--- config.mk ---
export PLATFORM = sky130hd
export DESIGN_NAME = adc_spi_responder_flat
export DESIGN_NICKNAME = d
export VERILOG_FILES = /design/src/rtl/adc_spi_if.sv /design/src/rtl/adc_spi_responder.sv /design/src/flat_wrapper.sv
export SDC_FILE = /design/constraint.sdc
export NUM_CORES = 1
export LEC_CHECK = 0
export ABC_AREA = 1
export ABC_CLOCK_PERIOD_IN_PS = 2300
export CORE_MARGIN = 2
export CORE_UTILIZATION = 37
export CTS_BUF_LIST = sky130_fd_sc_hd__clkbuf_8
export DETAILED_ROUTE_END_ITERATION = 10
export PLACE_DENSITY = 0.7
export SYNTH_ARGS = -nofsm -noshare
export SYNTH_HDL_FRONTEND = slang
export SYNTH_SLANG_ARGS = --single-unit
--- constraint.sdc ---
create_clock -name clk -period 2.3 [get_ports clk]
set_input_delay 0.46 -clock clk [delete_from_list [all_inputs] [get_ports clk]]
set_output_delay 0.46 -clock clk [all_outputs]
set_load 0.1 [all_outputs]
--- src/rtl/adc_spi_if.sv ---
// adc_spi_if: 4-wire ADC serial link between initiator and responder
interface adc_spi_if;
  logic cs_n;
  logic sclk;
  logic din;
  logic dout;
  modport master (output cs_n, sclk, din, input dout);
  modport slave (input cs_n, sclk, din, output dout);
endinterface

--- src/rtl/adc_spi_responder.sv ---
// adc_spi_responder: ADC-side SPI responder returning the previously addressed channel sample
module adc_spi_responder #(
  parameter int DATA_W = 12,
  parameter int CH_W = 3,
  parameter int FRAME_BITS = 16,
  parameter int ADDR_LSB = 11
) (
  input  logic                         clk,
  input  logic                         rst,
  adc_spi_if.slave                     spi,
  input  logic [DATA_W*(2**CH_W)-1:0]  ch_data,
  output logic [CH_W-1:0]              cur_ch,
  output logic                         frame_done,
  output logic                         frame_err
);
  localparam int CNT_W = $clog2(FRAME_BITS) + 1;
  localparam int RX_W = ADDR_LSB + CH_W - 1;
  typedef enum logic [1:0] {IDLE, SHIFT, WAIT_CS} state_t;
  state_t state_q, state_d;
  logic [2:0] cs_q, cs_d, sclk_q, sclk_d;
  logic [1:0] din_q, din_d;
  logic [FRAME_BITS-1:0] tx_q, tx_d;
  logic [RX_W-1:0] rx_q, rx_d;
  logic [RX_W:0] rx_in;
  logic [CNT_W-1:0] rise_q, rise_d, fall_q, fall_d;
  logic [CH_W-1:0] cur_ch_q, cur_ch_d;
  logic dout_q, dout_d, done_q, done_d, err_q, err_d;
  logic cs_rise, cs_fall, sclk_rise, sclk_fall, last_rise;
  logic [FRAME_BITS-1:0] load_word;
  assign cs_rise = cs_q[1] & ~cs_q[2];
  assign cs_fall = ~cs_q[1] & cs_q[2];
  assign sclk_rise = sclk_q[1] & ~sclk_q[2];
  assign sclk_fall = ~sclk_q[1] & sclk_q[2];
  assign last_rise = sclk_rise && rise_q == CNT_W'(FRAME_BITS - 1);
  assign rx_in = {rx_q, din_q[1]};
  assign load_word = {{(FRAME_BITS-DATA_W){1'b0}}, ch_data[cur_ch_q*DATA_W +: DATA_W]};
  assign spi.dout = dout_q;
  assign cur_ch = cur_ch_q;
  assign frame_done = done_q;
  assign frame_err = err_q;
  // State register; synchronizers reset to idle pin levels so reset release creates no edges
  always_ff @(posedge clk or posedge rst) begin
    if (rst) begin
      state_q <= IDLE;
      cs_q <= '1;
      sclk_q <= '1;
      din_q <= '0;
      tx_q <= '0;
      rx_q <= '0;
      rise_q <= '0;
      fall_q <= '0;
      cur_ch_q <= '0;
      dout_q <= 1'b0;
      done_q <= 1'b0;
      err_q <= 1'b0;
    end else begin
      state_q <= state_d;
      cs_q <= cs_d;
      sclk_q <= sclk_d;
      din_q <= din_d;
      tx_q <= tx_d;
      rx_q <= rx_d;
      rise_q <= rise_d;
      fall_q <= fall_d;
      cur_ch_q <= cur_ch_d;
      dout_q <= dout_d;
      done_q <= done_d;
      err_q <= err_d;
    end
  end
  // Frame sequencing; a cs_n edge overrides any sclk edge seen in the same clk
  always_comb begin
    cs_d = {cs_q[1:0], spi.cs_n};
    sclk_d = {sclk_q[1:0], spi.sclk};
    din_d = {din_q[0], spi.din};
    state_d = state_q;
    tx_d = tx_q;
    rx_d = rx_q;
    rise_d = rise_q;
    fall_d = fall_q;
    cur_ch_d = cur_ch_q;
    dout_d = dout_q;
    done_d = 1'b0;
    err_d = 1'b0;
    case (state_q)
      IDLE: begin
        dout_d = 1'b0;
        if (cs_fall) begin
          state_d = SHIFT;
          tx_d = load_word;
          rx_d = '0;
          rise_d = '0;
          fall_d = '0;
          dout_d = load_word[FRAME_BITS-1];
        end
      end
      SHIFT: begin
        if (cs_rise) begin
          state_d = IDLE;
          dout_d = 1'b0;
          cur_ch_d = last_rise ? rx_in[ADDR_LSB +: CH_W] : cur_ch_q;
          done_d = last_rise;
          err_d = !last_rise;
        end else if (sclk_rise) begin
          rx_d = rx_in[RX_W-1:0];
          rise_d = rise_q + CNT_W'(1);
          if (last_rise) begin
            cur_ch_d = rx_in[ADDR_LSB +: CH_W];
            done_d = 1'b1;
            state_d = WAIT_CS;
          end
        end else if (sclk_fall) begin
          fall_d = (fall_q == CNT_W'(FRAME_BITS)) ? fall_q : fall_q + CNT_W'(1);
          if (fall_q != '0 && fall_q < CNT_W'(FRAME_BITS)) begin
            tx_d = tx_q << 1;
            dout_d = tx_q[FRAME_BITS-2];
          end
        end
      end
      WAIT_CS: begin
        if (cs_rise) begin
          state_d = IDLE;
          dout_d = 1'b0;
        end
      end
      default: state_d = IDLE;
    endcase
  end
endmodule

--- src/flat_wrapper.sv ---
// flat-port wrapper written by rule: the top's interface ports become plain ports
module adc_spi_responder_flat 
#(
  parameter int DATA_W = 12,
  parameter int CH_W = 3,
  parameter int FRAME_BITS = 16,
  parameter int ADDR_LSB = 11
)
  (clk, rst, ch_data, cur_ch, frame_done, frame_err, spi_cs_n, spi_sclk, spi_din, spi_dout);
  adc_spi_if spi_i ();
  input  logic clk;
  input  logic rst;
  input  logic [DATA_W*(2**CH_W)-1:0] ch_data;
  output logic [CH_W-1:0] cur_ch;
  output logic frame_done;
  output logic frame_err;
  input wire logic [$bits(spi_i.cs_n)-1:0] spi_cs_n;
  input wire logic [$bits(spi_i.sclk)-1:0] spi_sclk;
  input wire logic [$bits(spi_i.din)-1:0] spi_din;
  output wire logic [$bits(spi_i.dout)-1:0] spi_dout;
  assign spi_i.cs_n = spi_cs_n;
  assign spi_i.sclk = spi_sclk;
  assign spi_i.din = spi_din;
  assign spi_dout = spi_i.dout;
  adc_spi_responder #(.DATA_W(DATA_W), .CH_W(CH_W), .FRAME_BITS(FRAME_BITS), .ADDR_LSB(ADDR_LSB)) u_core (.clk(clk), .rst(rst), .spi(spi_i), .ch_data(ch_data), .cur_ch(cur_ch), .frame_done(frame_done), .frame_err(frame_err));
endmodule
==> results of run 1 <==
## final cells by class
| type | instances | area (um2) |
|---|---|---|
| clock buffer | 6 | 82.6 |
| clock inverter | 1 | 30.0 |
| fill | 864 | 4480 |
| inverter | 24 | 92.6 |
| multi-input combinational | 371 | 1790 |
| sequential | 54 | 1360 |
| tap | 111 | 139 |
| timing repair buffer | 112 | 1140 |
## worst reg2reg max path, cell delays in order (launching register included)
cell and delay, ps:
dfrtp_1 630, inv_4 100, nor2_4 310, buf_4 240
nand2_1 70, nand2_1 110, nor2_4 70, nand2_4 100
nand2_1 70, o21ai_0 70
## Yosys cell counts, drive strengths merged
cell type / number / share of area, %
nand2: 184 / 21
nand3: 90 / 14
dfrtp: 48 / 35
o21ai: 38 / 6.7
nor2: 37 / 5.2
inv: 24 / 2.7
buf: 20 / 4.7
clkbuf: 6 / 0.66
dfstp: 6 / 4.6
a21oi: 5 / 0.95
ha: 4 / 1.5
nand4: 4 / 0.73
nand3b: 3 / 0.66
o211ai: 2 / 0.44
mux2i: 1 / 0.66
o31ai: 1 / 0.22
or2: 1 / 0.18
xor2: 1 / 0.26
## state kept, by name (all words and copies together), names as in the netlist, 2 cells and up
register        count
u_core.cs_q         3
u_core.din_q        2
u_core.rise_q       5
u_core.rx_q        13
u_core.fall_q       5
u_core.tx_q        15
u_core.cur_ch       3
u_core.state_q      2
u_core.sclk_q       3
## stage by stage
stage               total power, mW  cells  utilization, %  hold WS (ps)  worst slack (ps)
CTS                            3.25    679            50.8           360               479
global route                   3.46    679            50.8           368               368
detailed placement             2.61    672            49.6           346               534
finish                         3.24    679            50.8           359               471
global placement               2.55    672            49.6           337               617
floorplan                      2.36    475               -           331               414
## worst max-delay path by stage
stage,start,end,slack (ps),depth (start not counted)
detailed placement,u_core.state_q[0],u_core.tx_q[5],530,7
global route,u_core.state_q[0],u_core.tx_q[3],370,7
floorplan,u_core.cur_ch[0],u_core.tx_q[9],410,8
CTS,u_core.cur_ch[0],cur_ch[0],480,2
finish,u_core.state_q[0],u_core.fall_q[3],470,9
global placement,u_core.state_q[0],u_core.fall_q[1],620,8
## power by group through the flow
stage | Sequential, mW | Clock (mW) | Combinational, mW
3_3_place_gp | 1.30 | 0 | 1.26
2_1_floorplan | 1.27 | 0 | 1.09
3_5_place_dp | 1.30 | 0 | 1.30
6_report | 1.29 | 0.643 | 1.30
4_1_cts | 1.29 | 0.657 | 1.31
5_1_grt | 1.31 | 0.687 | 1.46
## routing by layer
metal,vias to the layer above,track usage (%),wire length (um)
met2,115,30.7,4320
li1,1723,-,-
met5,-,0,0
met3,12,3.62,685
met4,0,3.90,119
met1,1545,24.1,4220
## logic make-up after synthesis
| family | share of synthesized area, % |
|---|---|
| multiplexers | 0.658 |
| AND/OR/NAND/NOR | 41.6 |
| XOR/XNOR | 0.256 |
| adder cells (fa/ha/maj) | 1.46 |
| flip-flops | 39.7 |
| buffers and inverters | 8.05 |
| AO/OA/AOI/OAI | 8.27 |
## placed cells by master (no fill, tap or decap)
cell type / synthesis / routed
nand2_1: 179 / 179
clkdlybuf4s50_1: 0 / 100
nand3_1: 87 / 87
dfrtp_1: 48 / 48
nor2_1: 31 / 31
inv_1: 20 / 19
o21ai_0: 18 / 18
o21ai_1: 10 / 10
o21ai_2: 10 / 10
buf_4: 3 / 8
clkbuf_8: 0 / 6
dfstp_2: 6 / 6
inv_2: 3 / 4
nand4_1: 4 / 4
ha_1: 4 / 4
buf_12: 1 / 4
nand2_4: 3 / 3
nand3b_1: 3 / 3
nor2_2: 3 / 3
a21oi_1: 3 / 3
nor2_4: 2 / 2
nand3_2: 2 / 2
nand2_2: 2 / 2
a21oi_2: 2 / 2
o211ai_1: 2 / 2
inv_4: 1 / 1
nand3_4: 1 / 1
or2_2: 1 / 1
nor2_8: 1 / 1
mux2i_4: 1 / 1
xor2_1: 1 / 1
o31ai_1: 1 / 1
bufinv_16: 0 / 1
==> impl_metrics.py, run 1 <==
metrics = {
    "routing": {
        "drc_errors": 0,
        "vias_per_cell": 5.00,
        "routed_wl_um": 9340,
        "drtPass1Iterations": 4,
        "ant_nets": 0,
        "drt_iter0_markers": 190,
        "num_vias": 3395,
        "wl_per_cell_um": 13.8,
    },
    "job": {
        "cap_viol_max_count": 0,
    },
    "timing": {
        "clock_skew_ps": 8.15,
        "maxSlewViolCount": 0,
        "setup_viol": 0,
        "fin_crit_sh_pct": 79.5,
        "grt_setup_unrepaired": "false",
        "worst_pin_slew_ps": 744,
        "min_period_ps": 1830,
        "finalHoldViolCount": 0,
        "fmax_mhz": 547,
        "max_slew_margin_pct": 50.3,
        "final.setup.tns_ps": 0,
    },
    "worst_setup_path": {
        "cpLargestDelayFamily": "simple AND/OR/NAND/NOR gates",
        "path_buf_inv": 2,
        "end_kind": "flip-flop",
        "critPathMaxStageDelay_ps": 630,
        "timing.critical_path.arrival_ps": 2060,
        "path_max_fanout": 15,
        "r2r_slack_ps": 470,
        "reg2reg_to": "u_core.fall_q[3]",
        "worst_ep_required_time_ps": 2530,
        "cpMostUsedCell": "nand2_1",
        "ff2ff_path_depth": 9,
        "path_cells": "inv_4 -> nor2_4 -> buf_4 -> nand2_1 -> nand2_1 -> nor2_4 -> nand2_4 -> nand2_1 -> o21ai_0",
        "slowest_stage": "dfrtp_1",
        "critical_path_class": "reg2reg",
        "worstReg2RegStart": "u_core.state_q[0]",
        "cp-start-kind": "flip-flop",
    },
    "yosys": {
        "synthCells": 475,
        "synth_fp_nets": 580,
        "yosysWarnings": 0,
        "ys_seq_area_share_pct": 39.7,
        "avgSynthCellArea_um2": 7.20,
        "synth_area_um2": 3420,
        "yosys_register_bits": 54,
        "synth.distinct_cells": 33,
    },
    "worst_hold_path": {
        "min_path_cells": 0,
        "hp-start": "u_core.sclk_q[0]",
        "hold_path.class": "reg2reg",
        "worstHoldEndpoint": "u_core.sclk_q[1]",
    },
    "global_routing": {
        "grt_overflow_total": 0,
        "track_usage_pct": 18.1,
        "grt_pass1_vias": 3134,
        "antenna_found_initial": 0,
        "grt_pass1_wl_um": 14700,
        "grt_max_degree": 55,
    },
    "layout": {
        "nNetsFinal": 673,
        "layout-drive-gt1-share_pct": 10.2,
        "antenna_cells": 0,
        "area_delta_synth_final_pct": 35.4,
        "fin_area_um2": 4630,
    },
    "floorplanning": {
        "die_w_um": 100,
        "ios": 107,
        "fp.coreArea_um2": 9110,
        "rows": 35,
        "die-area_um2": 10000,
        "start_util_pct": 37.6,
        "die_y_um": 100,
    },
    "clock_tree": {
        "ctsResizeCount": 0,
        "cts_inserted_buffers": 5,
        "cts_setup_buffers": 0,
        "cts_hold_buf": 0,
        "cts_tree": "done",
        "cts_sinks": 54,
        "clk-insertion-delay-late_ps": 310,
        "htreeDepth": 2,
        "clock_path_buffers": 2,
        "cts.reportedPaths.clkPinSlew_ps": 90,
        "clock-root-buffer": "clkbuf_8",
    },
    "place": {
        "place_area_um2": 4520,
        "gpl.final_weighted_congestion": 0.825,
        "io_buffer_count": 106,
        "dpl.hpwl_um": 6700,
    },
    "power": {
        "max-vdd-ir-drop_mv": 0.483,
        "clkPwrFrac_pct": 19.9,
        "p_leak_nw": 2.07,
        "p_sw_mw": 1.24,
        "p_comb_share_pct": 40.3,
        "p_per_area_nw_per_um2": 699,
        "p_int_mw": 2.00,
        "p_seq_share_pct": 39.9,
        "sw_frac_of_total_pct": 38.2,
    },
    "status": {
        "status": "completed",
    },
}
No activity file was read; power rests on OpenSTA's default activity.
==> run 2: changes to the inputs <==
--- a/config.mk
+++ b/config.mk
@@ -6,12 +6,12 @@
 export NUM_CORES = 1
 export LEC_CHECK = 0
 export ABC_AREA = 1
-export ABC_CLOCK_PERIOD_IN_PS = 2300
+export ABC_CLOCK_PERIOD_IN_PS = 1650
 export CORE_MARGIN = 2
 export CORE_UTILIZATION = 37
 export CTS_BUF_LIST = sky130_fd_sc_hd__clkbuf_8
 export DETAILED_ROUTE_END_ITERATION = 10
-export PLACE_DENSITY = 0.7
+export PLACE_DENSITY = 0.72
 export SYNTH_ARGS = -nofsm -noshare
 export SYNTH_HDL_FRONTEND = slang
 export SYNTH_SLANG_ARGS = --single-unit
==> constraint.sdc (replaced) <==
create_clock -name clk -period 1.65 [get_ports clk]
set_input_delay 0.33 -clock clk [delete_from_list [all_inputs] [get_ports clk]]
set_output_delay 0.33 -clock clk [all_outputs]
set_load 0.1 [all_outputs]
==> impl_metrics.py, run 2 (synthesis results as in run 1) <==
metrics = {
    "timing": {
        "fmax_mhz": 631,
        "max_slew_margin_pct": 68.7,
        "worst_pin_slew_ps": 469,
        "maxSlewViolCount": 0,
        "min_period_ps": 1590,
        "setup_viol": 0,
        "finalHoldViolCount": 0,
        "clock_skew_ps": 9.92,
        "grt_setup_unrepaired": "false",
        "fin_crit_sh_pct": 96.1,
    },
    "routing": {
        "wl_per_cell_um": 14.5,
        "drt_iter0_markers": 132,
        "routed_wl_um": 10100,
        "drc_errors": 0,
        "vias_per_cell": 5.00,
        "ant_nets": 0,
        "drtPass1Iterations": 4,
        "num_vias": 3476,
    },
    "place": {
        "gpl.final_weighted_congestion": 0.832,
        "dpl.hpwl_um": 7310,
        "placedCellCount": 683,
        "io_buffer_count": 106,
    },
    "floorplanning": {
        "die_y_um": 100,
        "start_util_pct": 37.6,
        "ios": 107,
        "die-area_um2": 10000,
        "die_w_um": 100,
        "rows": 35,
        "fp.coreArea_um2": 9110,
    },
    "global_routing": {
        "grt_pass1_vias": 3388,
        "grt_overflow_total": 0,
        "track_usage_pct": 19.5,
        "grt_pass1_wl_um": 15700,
        "grt_max_degree": 33,
        "antenna_found_initial": 0,
    },
    "worst_setup_path": {
        "end_kind": "primary output",
        "cp-start-kind": "flip-flop",
        "worst_ep_required_time_ps": 1320,
        "timing.critical_path.arrival_ps": 1260,
        "path_max_fanout": 27,
        "critical_path_class": "reg2out",
    },
    "power": {
        "p_leak_nw": 2.16,
        "p_per_area_nw_per_um2": 999,
        "max-vdd-ir-drop_mv": 0.676,
    },
    "layout": {
        "area_delta_synth_final_pct": 41.2,
        "nNetsFinal": 688,
        "multiInputGateArea_um2": 1850,
        "mostFrequentLayoutCell": "nand2_1",
        "layout-drive-gt1-share_pct": 13.4,
        "fillers": 835,
        "postLayoutCoreUtil_pct": 53.0,
        "regMostFlops": "u_core.tx_q",
        "seq_area_um2": 1360,
        "stdcell_count": 695,
        "reg_top3": "u_core.tx_q (15), u_core.rx_q (13)",
        "largest_reg_flops": 15,
        "layout_common_cells": "nand2_1 (179), clkdlybuf4s50_1 (100), nand3_1 (87)",
        "antenna_cells": 0,
    },
    "status": {
        "status": "completed",
    },
    "clock_tree": {
        "clock_path_buffers": 2,
        "cts_tree": "done",
        "cts.reportedPaths.clkPinSlew_ps": 90,
        "clk-insertion-delay-late_ps": 310,
        "cts_sinks": 54,
        "cts_inserted_buffers": 5,
        "htreeDepth": 2,
        "cts_hold_buf": 0,
        "clock-root-buffer": "clkbuf_8",
    },
    "job": {
        "cap_viol_max_count": 0,
    },
    "worst_hold_path": {
        "hold_path.class": "reg2reg",
    },
}
[run 2: cell count changes in the layout (fill, tap and decap cells not counted), moves of 2 or more]
cell     previous run  this run
nand3_4             1         3
dfrtp_2             0         3
buf_12              4         7
nand2_2             2         0
buf_4               8        18
nand2_4             3         5
dfrtp_1            48        45
[run 2: worst max-delay path: stages, from the launching register on]
cell     delay (ps)
dfrtp_2         400
buf_4           320
buf_12          220
[run 2: routing by layer]
layer | vias to the layer above | global-route usage, % | share of wire, %
li1 | 1754 | - | -
met3 | 11 | 2.92 | 6.5
met2 | 117 | 35.7 | 49
met1 | 1594 | 24.1 | 43
met5 | - | 0 | 0
met4 | 0 | 4.43 | 1.6
[run 2: worst paths after layout]
kind | start | end | slack [ps] | cells after the start
min reg2reg | u_core.din_q[0] | u_core.din_q[1] | 360 | 0
min | u_core.din_q[0] | u_core.din_q[1] | 360 | 0
max | u_core.cur_ch[1] | cur_ch[1] | 60 | 2
max in group asynchronous | rst | u_core.cs_q[2] | 930 | 3
max reg2reg | u_core.cs_q[2] | u_core.rise_q[2] | 90 | 5
min in group asynchronous | rst | u_core.state_q[0] | 400 | 3
[run 2: stage by stage]
| stage | hold WS [ps] | setup slack, ps | instance area (um2) | power [mW] | TNS [ps] |
|---|---|---|---|---|---|
| after CTS | 361 | 52.7 | 4750 | 4.66 | 0 |
| after global routing | 364 | 0.526 | 4830 | 5.16 | 0 |
| after floorplan | 331 | -102 | 3420 | 3.29 | -305 |
| final | 358 | 64.6 | 4830 | 4.83 | 0 |
| after detailed placement | 341 | 88.4 | 4640 | 3.77 | 0 |
| after global placement | 335 | 161 | 4640 | 3.69 | 0 |
[run 2: where the power goes]
part           switching, mW  leakage (nW)  internal (mW)
Clock                  0.425        0.0556          0.447
Sequential             0.184         0.699           1.59
Combinational           1.30          1.40          0.883
[run 2: cell type report]
type | instances | area share, %
flip-flops and latches | 54 | 28.2
multi-input cells | 373 | 38.3
clock buffers | 5 | 1.42
clock inverters | 3 | 0.855
inverters | 24 | 1.92
well taps | 111 | 2.87
repair buffers | 125 | 26.4
[run 2: what timing repair did]
item                                    CTS  global route
buffers inserted                          0             2
endpoints found under the setup margin    0            18
gates resized for setup                   0             8
hold endpoints to repair                  0             0
